$ cat src/rtl/t03_mmio_periph_pkg.sv
// t03_mmio_pkg: register offsets and window size shared by the MMIO peripheral.
// No ports. Offsets are byte offsets inside the 64-byte register window.
package t03_mmio_pkg;
  localparam logic [5:0] OFF_GPIO_OUT = 6'h00;
  localparam logic [5:0] OFF_GPIO_IN  = 6'h04;
  localparam logic [5:0] OFF_RISE     = 6'h08;
  localparam logic [5:0] OFF_FALL     = 6'h0C;
  localparam logic [5:0] OFF_IRQ_EN   = 6'h10;
  localparam logic [5:0] OFF_PWM_BASE = 6'h20;
  localparam logic [5:0] PWM_STRIDE   = 6'h08;
  localparam logic [31:0] WINDOW_BYTES = 32'h40;
endpackage

$ cat src/rtl/t03_mmio_periph_if.sv
// t03_mmio_periph_if: CPU data-memory bus seen by the MMIO peripheral.
// Ports (signals): write_mem, read_mem, data_address, data_to_write, data_from_mem
// driven by the master; data_read returned by the slave.
interface t03_mmio_periph_if;
  logic        write_mem;
  logic        read_mem;
  logic [31:0] data_address;
  logic [31:0] data_to_write;
  logic [31:0] data_from_mem;
  logic [31:0] data_read;
  modport master (output write_mem, read_mem, data_address, data_to_write, data_from_mem, input data_read);
  modport slave  (input write_mem, read_mem, data_address, data_to_write, data_from_mem, output data_read);
endinterface

$ cat src/rtl/t03_mmio_periph_pwm_channel.sv
// t03_pwm_channel: one PWM generator with shadowed period/duty.
// Ports: clk, rst (async, active-high); per_we_i/duty_we_i + wdata_i load the shadows;
// per_o/duty_o return the shadows for readback; pwm_o is the registered waveform.
module t03_pwm_channel #(
  parameter int PWM_W = 16
) (
  input  logic             clk,
  input  logic             rst,
  input  logic             per_we_i,
  input  logic             duty_we_i,
  input  logic [PWM_W-1:0] wdata_i,
  output logic [PWM_W-1:0] per_o,
  output logic [PWM_W-1:0] duty_o,
  output logic             pwm_o
);
  logic [PWM_W-1:0] per_s_q, per_s_d, duty_s_q, duty_s_d;
  logic [PWM_W-1:0] per_a_q, per_a_d, duty_a_q, duty_a_d;
  logic [PWM_W-1:0] cnt_q, cnt_d;
  logic             pwm_q, pwm_d, load;
  // cnt is held at 0 while idle, so this also covers per_a == 0
  assign load = cnt_q == per_a_q;
  always_comb begin
    per_s_d  = per_we_i ? wdata_i : per_s_q;
    duty_s_d = duty_we_i ? wdata_i : duty_s_q;
    per_a_d  = load ? per_s_q : per_a_q;
    duty_a_d = load ? duty_s_q : duty_a_q;
    cnt_d    = load ? '0 : cnt_q + 1'b1;
    pwm_d    = per_a_q != '0 && cnt_q < duty_a_q;
  end
  always_ff @(posedge clk or posedge rst) begin
    if (rst) begin
      per_s_q  <= '0;
      duty_s_q <= '0;
      per_a_q  <= '0;
      duty_a_q <= '0;
      cnt_q    <= '0;
      pwm_q    <= 1'b0;
    end else begin
      per_s_q  <= per_s_d;
      duty_s_q <= duty_s_d;
      per_a_q  <= per_a_d;
      duty_a_q <= duty_a_d;
      cnt_q    <= cnt_d;
      pwm_q    <= pwm_d;
    end
  end
  assign per_o  = per_s_q;
  assign duty_o = duty_s_q;
  assign pwm_o  = pwm_q;
endmodule

$ cat src/rtl/t03_mmio_periph.sv
// t03_mmio_periph: MMIO GPIO / edge-interrupt / PWM block on the data-memory path.
// Ports: clk, rst (async, active-high); bus (slave modport of t03_mmio_periph_if);
// gpio_in (async pads), gpio_out, pwm_out[NUM_PWM], irq (registered level).
// Option T03_MMIO_FALL_IRQ_EN: adds FALL_STAT and fall enables at IRQ_EN[GPIO_W+15:16]
// (requires GPIO_W <= 16).
module t03_mmio_periph import t03_mmio_pkg::*; #(
  parameter int          NUM_PWM   = 2,
  parameter int          GPIO_W    = 32,
  parameter int          PWM_W     = 16,
  parameter logic [31:0] BASE_ADDR = 32'h31FF_FF00
) (
  input  logic               clk,
  input  logic               rst,
  t03_mmio_periph_if.slave   bus,
  input  logic [GPIO_W-1:0]  gpio_in,
  output logic [GPIO_W-1:0]  gpio_out,
  output logic [NUM_PWM-1:0] pwm_out,
  output logic               irq
);
  // only four channels fit in the window; the rest are unreachable
  localparam int NVIS = NUM_PWM < 4 ? NUM_PWM : 4;
  logic              hit, wr, rd;
  logic [5:0]        off;
  logic [GPIO_W-1:0] wd_g;
  logic [GPIO_W-1:0] gpio_q, gpio_d, s1_q, s2_q, prev_q;
  logic [GPIO_W-1:0] rise_q, rise_d, en_r_q, en_r_d;
  logic              irq_q, irq_d;
  logic [31:0]       rdata;
  logic [PWM_W-1:0]  per_rd [NUM_PWM];
  logic [PWM_W-1:0]  duty_rd [NUM_PWM];
`ifdef T03_MMIO_FALL_IRQ_EN
  logic [GPIO_W-1:0] fall_q, fall_d, en_f_q, en_f_d;
`endif
  assign hit  = bus.data_address >= BASE_ADDR && bus.data_address < BASE_ADDR + WINDOW_BYTES;
  assign off  = {bus.data_address[5:2], 2'b00};
  assign wr   = bus.write_mem & hit;
  assign rd   = bus.read_mem & ~bus.write_mem & hit;
  assign wd_g = bus.data_to_write[GPIO_W-1:0];
  always_comb begin
    gpio_d = (wr && off == OFF_GPIO_OUT) ? wd_g : gpio_q;
    // a fresh edge in the same cycle as its W1C keeps the bit set
    rise_d = (rise_q & ~((wr && off == OFF_RISE) ? wd_g : '0)) | (s2_q & ~prev_q);
    en_r_d = (wr && off == OFF_IRQ_EN) ? wd_g : en_r_q;
`ifdef T03_MMIO_FALL_IRQ_EN
    fall_d = (fall_q & ~((wr && off == OFF_FALL) ? wd_g : '0)) | (~s2_q & prev_q);
    en_f_d = (wr && off == OFF_IRQ_EN) ? bus.data_to_write[GPIO_W+15:16] : en_f_q;
    irq_d  = (|(rise_q & en_r_q)) | (|(fall_q & en_f_q));
`else
    irq_d  = |(rise_q & en_r_q);
`endif
  end
  always_ff @(posedge clk or posedge rst) begin
    if (rst) begin
      gpio_q <= '0;
      s1_q   <= '0;
      s2_q   <= '0;
      prev_q <= '0;
      rise_q <= '0;
      en_r_q <= '0;
      irq_q  <= 1'b0;
`ifdef T03_MMIO_FALL_IRQ_EN
      fall_q <= '0;
      en_f_q <= '0;
`endif
    end else begin
      gpio_q <= gpio_d;
      s1_q   <= gpio_in;
      s2_q   <= s1_q;
      prev_q <= s2_q;
      rise_q <= rise_d;
      en_r_q <= en_r_d;
      irq_q  <= irq_d;
`ifdef T03_MMIO_FALL_IRQ_EN
      fall_q <= fall_d;
      en_f_q <= en_f_d;
`endif
    end
  end
  for (genvar g = 0; g < NUM_PWM; g++) begin : g_pwm
    t03_pwm_channel #(.PWM_W(PWM_W)) u_ch (
      .clk       (clk),
      .rst       (rst),
      .per_we_i  (wr && g < NVIS && off == 6'(OFF_PWM_BASE + PWM_STRIDE * g)),
      .duty_we_i (wr && g < NVIS && off == 6'(OFF_PWM_BASE + PWM_STRIDE * g + 4)),
      .wdata_i   (bus.data_to_write[PWM_W-1:0]),
      .per_o     (per_rd[g]),
      .duty_o    (duty_rd[g]),
      .pwm_o     (pwm_out[g])
    );
  end
  always_comb begin
    rdata = '0;
    if (off == OFF_GPIO_OUT) rdata = 32'(gpio_q);
    if (off == OFF_GPIO_IN)  rdata = 32'(s2_q);
    if (off == OFF_RISE)     rdata = 32'(rise_q);
`ifdef T03_MMIO_FALL_IRQ_EN
    if (off == OFF_FALL)     rdata = 32'(fall_q);
    if (off == OFF_IRQ_EN)   rdata = 32'(en_r_q) | (32'(en_f_q) << 16);
`else
    if (off == OFF_IRQ_EN)   rdata = 32'(en_r_q);
`endif
    for (int i = 0; i < NVIS; i++) begin
      if (off == 6'(OFF_PWM_BASE + PWM_STRIDE * i))     rdata = 32'(per_rd[i]);
      if (off == 6'(OFF_PWM_BASE + PWM_STRIDE * i + 4)) rdata = 32'(duty_rd[i]);
    end
  end
  assign bus.data_read = rd ? rdata : bus.data_from_mem;
  assign gpio_out      = gpio_q;
  assign irq           = irq_q;
endmodule

$ cat src/flat_wrapper.sv
// flat-port wrapper written by rule: the top's interface ports become plain ports
module t03_mmio_periph_flat import t03_mmio_pkg::*;
#(
  parameter int          NUM_PWM   = 2,
  parameter int          GPIO_W    = 32,
  parameter int          PWM_W     = 16,
  parameter logic [31:0] BASE_ADDR = 32'h31FF_FF00
)
  (clk, rst, gpio_in, gpio_out, pwm_out, irq, bus_write_mem, bus_read_mem, bus_data_address, bus_data_to_write, bus_data_from_mem, bus_data_read);
  t03_mmio_periph_if bus_i ();
  input  logic clk;
  input  logic rst;
  input  logic [GPIO_W-1:0] gpio_in;
  output logic [GPIO_W-1:0] gpio_out;
  output logic [NUM_PWM-1:0] pwm_out;
  output logic irq;
  input wire logic [$bits(bus_i.write_mem)-1:0] bus_write_mem;
  input wire logic [$bits(bus_i.read_mem)-1:0] bus_read_mem;
  input wire logic [$bits(bus_i.data_address)-1:0] bus_data_address;
  input wire logic [$bits(bus_i.data_to_write)-1:0] bus_data_to_write;
  input wire logic [$bits(bus_i.data_from_mem)-1:0] bus_data_from_mem;
  output wire logic [$bits(bus_i.data_read)-1:0] bus_data_read;
  assign bus_i.write_mem = bus_write_mem;
  assign bus_i.read_mem = bus_read_mem;
  assign bus_i.data_address = bus_data_address;
  assign bus_i.data_to_write = bus_data_to_write;
  assign bus_i.data_from_mem = bus_data_from_mem;
  assign bus_data_read = bus_i.data_read;
  t03_mmio_periph #(.NUM_PWM(NUM_PWM), .GPIO_W(GPIO_W), .PWM_W(PWM_W), .BASE_ADDR(BASE_ADDR)) u_core (.clk(clk), .rst(rst), .bus(bus_i), .gpio_in(gpio_in), .gpio_out(gpio_out), .pwm_out(pwm_out), .irq(irq));
endmodule
$ cat config.mk
export PLATFORM = sky130hd
export DESIGN_NAME = t03_mmio_periph_flat
export DESIGN_NICKNAME = d
export VERILOG_FILES = /design/src/rtl/t03_mmio_periph_pkg.sv /design/src/rtl/t03_mmio_periph_if.sv /design/src/rtl/t03_mmio_periph_pwm_channel.sv /design/src/rtl/t03_mmio_periph.sv /design/src/flat_wrapper.sv
export SDC_FILE = /design/constraint.sdc
export NUM_CORES = 1
export LEC_CHECK = 0
export CAP_MARGIN = 25
export CORE_AREA = 3 3 192 194
export DETAILED_ROUTE_END_ITERATION = 16
export DIE_AREA = 0 0 195 197
export DONT_BUFFER_PORTS = 1
export SLEW_MARGIN = 5
export SYNTH_ARGS = -nofsm -noshare
export SYNTH_HDL_FRONTEND = slang
export SYNTH_SLANG_ARGS = --single-unit
$ cat constraint.sdc
create_clock -name clk -period 13.32 [get_ports clk]
set_input_delay 2.664 -clock clk [delete_from_list [all_inputs] [get_ports clk]]
set_output_delay 2.664 -clock clk [all_outputs]
set_load 0.005 [all_outputs]
Word level (Yosys, flattened, before mapping) --
Index checks and enable logic that the tools add are counted.
Storage, ports and cells: register bits after elaboration 355, input port bits 132, logic and storage cells 70, output and inout port bits 67
Cells by class: add/sub/neg operators 2, multiplexer cells 12, reduce and logical (&&, ||, !) cells 14, equal/unequal tests 9, bitwise operators 10, magnitude comparators 4
Operators by type and width (count):
- 32-bit 2-to-1 mux | 10
- 32-bit bitwise AND | 3
- 32-bit NOT | 2
- 16-bit by 1-bit adder with 16-bit output (second input constant) | 2
- 16-bit equality test | 2
- 32-bit by 30-bit greater-or-equal comparator with 1-bit output (second input constant) | 1
- 16-bit < comparator | 2
- 32-bit by 30-bit < comparator with 1-bit output (second input constant) | 1
- 16-bit 2-to-1 mux | 2
- 32-bit OR | 1
- 16-bit nonzero test | 2
- 32-bit OR reduction | 1
- 4-bit equality test (second input constant) | 4
- 1-bit logical AND | 10
- 6-bit zero test | 1
- 4-bit by 1-bit equality test with 1-bit output (second input constant) | 1
- 4-bit by 2-bit equality test with 1-bit output (second input constant) | 1
- 4-bit by 3-bit equality test with 1-bit output (second input constant) | 1
- 1-bit bitwise AND | 3
- 1-bit NOT | 1

Depth between registers and ports, before layout --
word-level depth 10, gate-level depth with buffers 7, gate-level depth less buffers 6

Hierarchy --
From an unflattened synthesis, not the netlist that was laid out.
Unflattened totals: cells, all modules 1345, area total of the unflattened synthesis 15854.0 µm²
Modules (own cells, without submodules):
- t03_mmio_periph | area each 8384.3 µm², times used 1, cells an instance 767, seq. area each 4829.6 µm²
- t03_pwm_channel | area each 3734.8 µm², times used 2, cells an instance 289, seq. area each 2026.9 µm²

Least setup slack after synthesis --
No wires, ideal clock.
path kind input -> output, start point input port bus_data_address[17], end point output port bus_data_read[10], arrival 4.284 ns, cell stages on the path 5, path buffers 1, setup slack 6.372 ns, required time 10.656 ns, path through nand4_1 > or4_4 > nor4_2 > buf_2 > mux2_2
On the way: longest elaborated chain between the ends 4, elaborated cells between the ends (all ways) 5, those cells by class order compare (2); mux (1); bitwise (1); reduce/logical (1)
RTL lines:
- start: declaration | RTL line flat_wrapper.sv:19 | input wire logic [$bits(bus_i.data_address)-1:0] bus_data_address;
- 32-bit by 30-bit greater-or-equal comparator with 1-bit output / 32-bit by 30-bit < comparator with 1-bit output (equally long branches) | RTL line t03_mmio_periph.sv:34 | assign hit = bus.data_address >= BASE_ADDR && bus.data_address < BASE_ADDR + WINDOW_BYTES;
- 1-bit logical AND (*) | RTL line t03_mmio_periph.sv:34
- 1-bit bitwise AND (*) | RTL line t03_mmio_periph.sv:37 | assign rd = bus.read_mem & ~bus.write_mem & hit;
- 32-bit 2-to-1 mux (*) | RTL line t03_mmio_periph.sv:107 | assign bus.data_read = rd ? rdata : bus.data_from_mem;
- end: declaration | RTL line flat_wrapper.sv:22 | output wire logic [$bits(bus_i.data_read)-1:0] bus_data_read;
Mark *: on every way between the ends. The rest lies on a longest branch, timed or not.

Worst setup path after layout --
start point input port bus_data_address[17], end point output port bus_data_read[17]
The elaborated chain is that of the path after synthesis.

==> metrics.cfg <==
[placement]
io_buffers=0
detailed_place_hpwl_mm=30.1
routabilityCongestion=0.861

[clock_network]
cts.sinks=355
cts_buffer_depth=3
cts_tree=done
clk_pin_slew_ns=0.06
cts_inserted_buffers=38
post_cts_resized=0
worstSkewPairLatency_ns=0.54
ctsHoldBuffers=0
ctsHtreeMaxLevel=2
cts_setup_buffers=0
cts-root-buf=clkbuf_16

[layout]
diodes=0
layout.cells.most_common=dfrtp_1
final_nets=1464
layout-drive-gt1-share=0.212
area_delta_synth_final_pct=10.1
final_cell_mix=355 x dfrtp_1, 191 x mux2_2, 70 x inv_1

[worst_setup_path]
critPathKind=input port to primary output
crit_start=bus_data_address[17]
crit_end=bus_data_read[17]
critical_path_required_ns=10.66
cp.arrival_ns=4.63
cp_num_buf_inv=1
crit_family=simple AND/OR/NAND/NOR gates
slowest_delay_ns=0.82
r2r-end=u_core.g_pwm[0].u_ch.duty_a_q[15]
r2r_slack_ns=10.93
cp.depth=5
r2r_start=u_core.g_pwm[0].u_ch.cnt_q[2]
cp_cell_sequence=nand4_1 -> or4_4 -> nor4_4 -> buf_4 -> mux2_2
endpoint_kind=primary output
path_max_fanout=39
slowest_stage=or4_4
start_kind=input port
ff2ff_path_depth=5

[synth]
synth_area_per_cell_sq_um=12.5
synth.distinct_cells=58
synth_area_sq_um=16500
yosysSeqAreaShare=0.539
synth-seq-cells=355
synth_edf_count=0
ys.flop_type=dfrtp_1
netlist_instances=1321
syn_nets=1485
synth-async-reset-ratio=1.00
yosysWarnings=0

[detailed_routing]
wire_per_inst_microns=24.3
vias_per_cell=5.93
drt_iter0_drc=567
routed-wl-met2_mm=20.4
drc=0
maxUsedRoutingLayer=met5
drtPass1Iterations=7
vias=10583
routed_wl_mm=43.4
detail-route-antenna-nets=0
wl_met3_mm=2.23
wl_met1_mm=19.4

[global_route]
grt.overflow.total=0
grt_max_degree=139
track_usage=0.224
antenna_found_initial=5
grt_pass1_vias=10670
grt_pass1_wl_mm=66.8

[timing]
finalClockSkew_ns=0.0125
final-hold-violation-count=0
max_slew_margin=0.315
finalCriticalPeriod_ns=7.30
rsz0062_at_grt=false
post-route-period-util=0.548
setup_tns_ns=0
worst_slew_pin_slew_ns=1.01
setup_viol=0
fmax_ghz=0.137
slew_violations=0

[floorplanning]
die-area_sq_um=38400
die_h_microns=197
ios=199
initial_core_util=0.466
core_sq_um=35400
die_x_microns=195
row_count=69

[power]
seqPwrFrac=0.498
p_int_w=0.00173
swShare=0.217
power_frac_comb=0.033
cellPowerDensity_nw_per_um2=122
switchingPower_w=0.000479
p_leak_nw=8.44
power.total_w=0.00221
p_clk_frac=0.469
peakVddDrop_uv=141

[run]
cap_violations=0

[run_status]
status=complete, no violations

[hold_path]
hold_class=register to register

[logic make-up (layout without fill, tap and decap cells)]
kind of cell,count (synthesis),in the layout,share of synthesized area
AOI/OAI and AO/OA,246,246,0.105
buffers and inverters,152,154,0.0386
xor gates and xnor gates,56,56,0.0297
muxes,256,256,0.172
DFF,355,355,0.539
adders and majority gates,32,32,0.0243
and+or+nand+nor,224,224,0.0911
[power groups by stage]
stage	Clock [W]	Sequential, W	Combinational [W]
finish	0.00104	0.00110	0.0000724
global route	0.00111	0.00110	0.0000808
floorplan	0	0.00112	0.0000627
CTS	0.00106	0.00110	0.0000735
detailed placement	0	0.00112	0.0000732
global placement	0	0.00112	0.0000719
[worst min path at each step]
stage | start | to | slack (ns) | cells past startpoint
2_1_floorplan | u_core.s1_q[0] | u_core.s2_q[0] | 0.33 | 0
3_5_place_dp | u_core.s1_q[10] | u_core.s2_q[10] | 0.33 | 0
4_1_cts | u_core.s1_q[8] | u_core.s2_q[8] | 0.35 | 0
5_1_grt | u_core.s1_q[8] | u_core.s2_q[8] | 0.35 | 0
3_3_place_gp | u_core.s1_q[17] | u_core.s2_q[17] | 0.33 | 0
6_report | u_core.s1_q[25] | u_core.s2_q[25] | 0.35 | 0
[Yosys cell counts (all sizes together), types with 5 or more instances]
| cell | count | area share |
|---|---|---|
| o22ai | 16 | 0.0061 |
| xnor2 | 12 | 0.0064 |
| inv | 71 | 0.016 |
| o31ai | 33 | 0.015 |
| nor4 | 25 | 0.014 |
| nand3b | 28 | 0.013 |
| a22o | 10 | 0.0053 |
| a221oi | 16 | 0.0085 |
| nor2b | 5 | 0.0019 |
| ha | 32 | 0.024 |
| nor4bb | 23 | 0.014 |
| buf | 25 | 0.0096 |
| a2111o | 12 | 0.0082 |
| and2 | 27 | 0.010 |
| mux2 | 224 | 0.15 |
| nand2b | 8 | 0.0030 |
| nand2 | 45 | 0.010 |
| nand3 | 13 | 0.0039 |
| a22oi | 16 | 0.0073 |
| clkbuf | 56 | 0.013 |
| a21o | 16 | 0.0073 |
| a21oi | 17 | 0.0052 |
| dfrtp | 355 | 0.54 |
| o21ai | 69 | 0.021 |
| a211o | 5 | 0.0027 |
| nand4 | 20 | 0.0076 |
| nor3 | 7 | 0.0024 |
| o2bb2ai | 20 | 0.011 |
| xor2 | 44 | 0.023 |
| mux2i | 32 | 0.019 |
[sequential cells by signal (all words and copies together) (netlist names), 32 cells and up]
signal                      count
u_core.s1_q                    32
u_core.s2_q                    32
u_core.gpio_out                32
u_core.rise_q                  32
u_core.g_pwm.u_ch.duty_o       32
u_core.g_pwm.u_ch.per_a_q      32
u_core.prev_q                  32
u_core.g_pwm.u_ch.per_o        32
u_core.g_pwm.u_ch.cnt_q        32
u_core.g_pwm.u_ch.duty_a_q     32
u_core.en_r_q                  32
[metal layers]
metal | up-vias | GRT usage
li1 | 4789 | -
met1 | 5443 | 0.309
met2 | 273 | 0.357
met3 | 72 | 0.0474
met4 | 6 | 0.0737
met5 | - | 0
[layout make-up]
cell class,count,area [sq um]
Clock buffer,57,1140
Tap cell,461,577
Sequential cell,355,8880
Fill cell,3122,17200
Timing Repair Buffer,20,198
Multi-Input combinational cell,814,7000
Clock inverter,6,73.8
Inverter,71,274
[through the flow]
| step | utilization | worst slack [ns] | std cells | hold WS (ns) | cell area [sq um] |
|---|---|---|---|---|---|
| after floorplan | - | 0.807 | 1321 | 0.331 | 16500 |
| after global placement | 0.476 | 6.03 | 1718 | 0.333 | 16900 |
| after detailed placement | 0.478 | 6.02 | 1720 | 0.335 | 16900 |
| after CTS | 0.512 | 6.01 | 1783 | 0.348 | 18100 |
| after global routing | 0.513 | 5.94 | 1784 | 0.355 | 18200 |
| final | 0.513 | 6.02 | 1784 | 0.345 | 18200 |
Note: power is estimated with default switching activity, not from simulation.
